## config.mk

```make
export PLATFORM = sky130hd
export DESIGN_NAME = register_write_bank
export DESIGN_NICKNAME = d
export VERILOG_FILES = /design/src/rtl/register_write_bank_pkg.sv /design/src/rtl/register_write_bank_decoder_4to16.sv /design/src/rtl/register_write_bank.sv
export SDC_FILE = /design/constraint.sdc
export NUM_CORES = 1
export LEC_CHECK = 0
export CAP_MARGIN = 20
export CORE_AREA = 4 4 243 245
export DETAILED_ROUTE_END_ITERATION = 7
export DIE_AREA = 0 0 247 249
export PLACE_DENSITY = 0.66
export SYNTH_ARGS = -nofsm -noshare
export SYNTH_HDL_FRONTEND = slang
export SYNTH_SLANG_ARGS = --single-unit
```

## constraint.sdc

```tcl
create_clock -name CLK -period 1.2 [get_ports CLK]
set_clock_uncertainty 0.05 [all_clocks]
set_input_delay 0.36 -clock CLK [delete_from_list [all_inputs] [get_ports CLK]]
set_output_delay 0.36 -clock CLK [all_outputs]
set_load 0.02 [all_outputs]
```

## src/rtl/register_write_bank_pkg.sv

```systemverilog
// register_write_bank_pkg: register file indices and sizes shared by the write bank.
package register_write_bank_pkg;
    localparam int NUM_REGS = 16;
    localparam logic [3:0] REG_LINK = 4'd14;
    localparam logic [3:0] REG_PC = 4'd15;
endpackage

```

## src/rtl/register_write_bank_decoder_4to16.sv

```systemverilog
// decoder_4to16: one-hot write-address decode, all zero when disabled.
module decoder_4to16
    import register_write_bank_pkg::*;
(
    input  logic                EN,
    input  logic [3:0]          SEL,
    output logic [NUM_REGS-1:0] Y
);
    assign Y = EN ? 16'd1 << SEL : 16'd0;
endmodule

```

## src/rtl/register_write_bank.sv

```systemverilog
// register_write_bank: sixteen W-bit registers with general, link (R14) and PC (R15) write paths.
module register_write_bank
    import register_write_bank_pkg::*;
#(
    parameter int W = 32
) (
    input  logic                  CLK,
    input  logic                  RESET_N,
    input  logic                  WE,
    input  logic [3:0]            WADDR,
    input  logic [W-1:0]          WDATA,
    input  logic                  LINK_WE,
    input  logic [W-1:0]          LINK_DATA,
    input  logic [W-1:0]          PC_IN,
    output logic [NUM_REGS*W-1:0] Q,
    output logic                  WRITE_ACK,
    output logic [3:0]            LAST_WADDR,
    output logic                  LINK_CONFLICT
);
    logic [NUM_REGS-1:0] wsel;

    decoder_4to16 u_dec (.EN(WE), .SEL(WADDR), .Y(wsel));

    genvar i;
    for (i = 0; i < NUM_REGS; i++) begin : g_reg
        logic [W-1:0] r;
        logic [W-1:0] nxt;
        // General port always beats link on R14; R15 tracks the PC unless explicitly written.
        if (i == int'(REG_PC)) begin : g_pc
            assign nxt = wsel[i] ? WDATA : PC_IN;
        end else if (i == int'(REG_LINK)) begin : g_link
            assign nxt = wsel[i] ? WDATA : LINK_WE ? LINK_DATA : r;
        end else begin : g_gen
            assign nxt = wsel[i] ? WDATA : r;
        end
        always_ff @(posedge CLK or negedge RESET_N)
            if (!RESET_N) r <= '0;
            else r <= nxt;
        assign Q[i*W +: W] = r;
    end

    always_ff @(posedge CLK or negedge RESET_N)
        if (!RESET_N) begin
            WRITE_ACK     <= 1'b0;
            LAST_WADDR    <= 4'd0;
            LINK_CONFLICT <= 1'b0;
        end else begin
            WRITE_ACK     <= WE | LINK_WE;
            LAST_WADDR    <= WE ? WADDR : LINK_WE ? REG_LINK : LAST_WADDR;
            LINK_CONFLICT <= wsel[REG_LINK] & LINK_WE;
        end
endmodule

```

==> results.ini <==
[clock_network]
cts_buffers = 54
worst_skew_pair.late_latency_ps = 590
clk_pin_slew_worst_paths_ps = 60
cts_max_level = 2
cts_buffer_depth = 3
cts_root_buffer = clkbuf_16
cts_sinks = 518
cts_tree = yes

[place]
placedInstanceArea_mm2 = 0.02870
hpwl_um = 49670
post-place-ws_ps = -1203
placed_cells = 2633
numPortBuffers = 621
gp_congestion = 0.8012

[layout]
instances_no_fill = 2893
syn_to_final_growth_pct = 68.14
final_nets = 2192
n_antenna_cell = 0
nFillCells = 4384
drive_gt1_share_pct = 67.39
final_cell_area_mm2 = 0.03310

[critical_path]
timing.rr.start = g_reg[14].r[22]$_DFFE_PN0P_
reg2reg_depth = 3
required_ps = 790
setup.worst_path.end = LAST_WADDR[0]
path_buf_inv = 1
path_cells = buf_6
cp_top_family = flip-flops
arrival_ps = 1180
criticalPathCategory = register to output port
cp.depth = 1
cp-end-kind = output port
slowest_stage = dfrtp_2
r2r_setup_slack_ps = -30
crit_start = LAST_WADDR[0]$_DFFE_PN0P_
slowest_delay_ps = 440
critPathLaunchType = register
r2r_end = g_reg[14].r[22]$_DFFE_PN0P_
critical_path.max_fanout = 2

[drt]
vias_per_cell = 4.768
ant_nets = 0
firstDrtPassIters = 4
drc = 0
routedWlPerCell_um = 26.06
drt_iter0_drc = 648
via_count = 13790
finalWirelength_um = 75380

[global_routing]
grt_pass1_vias = 14710
grt_overflow = 0
grt_usage_pct = 22.05
antenna_found_initial = 0
grt_pass1_wl_um = 101000
grt_max_degree = 72

[synth]
syn_area_mm2 = 0.01969
syn_inst = 1191
ys_types = 18
yosys.area.top_type = dfrtp_1
syn_area_per_cell_um2 = 16.53
ys_ff_latch = 518
yosys.area.top_type_share_pct = 65.85
synthTopCellsByArea = dfrtp_1 (66%), mux2_2 (28%), mux2_1 (2.9%), buf_2 (1.3%), clkbuf_1 (0.76%)
synth_warnings = 0
syn-num-nets = 1295
ys_seq_area_share_pct = 65.85

[pwr]
power_density_mw_per_mm2 = 1918
leakagePower_nw = 15.54
p_sw_mw = 19.52
vdd_drop_max_v = 0.001262
p_sw_share_pct = 30.76
comb_power_share_pct = 34.7
clock_power_share_pct = 27.5
p_int_mw = 43.94
p_seq_share_pct = 37.9

[floorplan]
fp.dieW_um = 247
initial_core_util_pct = 34.45
die_height_um = 249
ios = 622
die-area_mm2 = 0.06150
coreArea_mm2 = 0.05714
std_cell_rows = 88

[flow_run]
drv_cap = 0

[timing]
setup_viol = 674
maxSlewHeadroom_pct = 72.81
rsz0062_at_grt = yes
max_freq_ghz = 0.6304
hold_viol = 0
tightest_slew_ps = 407.8
slew_viol_final = 0
final.setup.worst_slack_ps = -386.2
fin_crit_ps = 1586
finalSetupTns_ps = -174810
finalCritPeriodShare_pct = 132.2

[outcome]
violations = negative setup slack
status = finished, violations left

[hold_path]
hp-class = input pin to register

-- sequential cells by signal, summed over array words and instances, names as in the netlist --
| register | flops |
|---|---|
| g.r | 512 |
| WRITE_ACK | 1 |
| LAST_WADDR | 4 |
| LINK_CONFLICT | 1 |
-- stage by stage --
| step | power (mW) | utilization, % | hold WS [ps] |
|---|---|---|---|
| 4_1_cts | 62.39 | 54.88 | 117.8 |
| 6_report | 63.47 | 57.92 | 42.95 |
| 5_1_grt | 65.93 | 57.92 | 56.94 |
| 3_5_place_dp | 43.10 | 50.22 | 150.8 |
| 2_1_floorplan | 31.68 | - | 14.41 |
| 3_3_place_gp | 42.74 | 50.22 | 152.4 |
-- what timing repair did --
item | CTS | global route
endpoints found under the hold margin | 355 | 0
gates cloned | 1 | 25
buffers inserted | 83 | 56
endpoints found under the setup margin | 1031 | 1031
gates resized for setup | 2686 | 254
pin swaps | 3 | 8
hold buffers | 1 | 0
-- power by group through the flow --
| stage | Sequential, mW | Clock [mW] | Combinational (mW) |
|---|---|---|---|
| 6_report | 24.0 | 17.4 | 22.0 |
| 5_1_grt | 24.4 | 18.5 | 23.0 |
| 4_1_cts | 23.8 | 17.8 | 20.8 |
| 3_5_place_dp | 23.5 | 0 | 19.6 |
| 3_3_place_gp | 23.3 | 0 | 19.4 |
| 2_1_floorplan | 27.9 | 0 | 3.78 |
-- cells in the mapped netlist (all sizes together) --
master,number
and2,1
buf,51
clkbuf,40
dfrtp,518
inv,1
mux2,544
nand2,6
nand2b,4
nand3,1
nand3b,4
nor2,13
nor2b,1
nor3b,1
o21ai,4
or2,1
or3,1
-- worst min-delay path: cells and delay by family --
family | cells | cell delay [ps]
compound gates | 1 | 60
buf+inv | 1 | 150
simple gates | 1 | 70
-- per-layer routing --
metal / vias up / wire length (um) / share of wire (%) / GRT usage, %
met1: 7232 / 29810 / 40 / 26.53
met4: 0 / 1816 / 2.4 / 6.144
met2: 470 / 38390 / 51 / 38.05
met3: 108 / 5377 / 7.1 / 6.986
li1: 5983 / - / - / -
met5: - / 0 / 0 / 0
-- final cells by class --
class	instances	area, um^2	area share (%)
clock buffers	84	1635	4.941
clock inverters	12	214.0	0.6464
inverters	1	3.754	0.01134
multi-input cells	581	6888	20.81
flip-flops and latches	518	12960	39.17
well taps	765	957.2	2.892
repair buffers	932	10440	31.53
-- cell usage in the layout (no fill, tap or decap), types with 5 or more instances in the layout --
cell type	count
bufinv_16	6
clkinv_2	5
buf_4	202
mux2_4	116
dfrtp_1	517
buf_6	517
clkdlybuf4s50_1	96
mux2_2	380
clkbuf_16	73
buf_2	16
clkbuf_1	14
buf_12	72
buf_8	6
nor2_4	9
mux2_1	48
clkbuf_8	15
-- worst min-delay path by stage --
stage / slack [ps] / from / cells past startpoint / endpoint
after floorplan: 10 / RESET_N / 0 / LAST_WADDR[0]$_DFFE_PN0P_
after global placement: 150 / RESET_N / 1 / g_reg[15].r[18]$_DFF_PN0_
after detailed placement: 150 / RESET_N / 1 / g_reg[15].r[18]$_DFF_PN0_
after CTS: 120 / RESET_N / 2 / g_reg[9].r[18]$_DFFE_PN0P_
after global routing: 60 / WADDR[0] / 4 / LAST_WADDR[0]$_DFFE_PN0P_
final: 40 / WADDR[1] / 3 / LAST_WADDR[1]$_DFFE_PN0P_
-- cell families (layout without fill, tap and decap cells) --
logic type / after synthesis / in the layout / share of synthesized area, %
mux: 544 / 544 / 31.12
flops: 518 / 518 / 65.85
buf+inv: 92 / 1029 / 2.072
simple gates: 33 / 33 / 0.8581
compound gates: 4 / 4 / 0.1017
(Power assumes the default switching activity.)
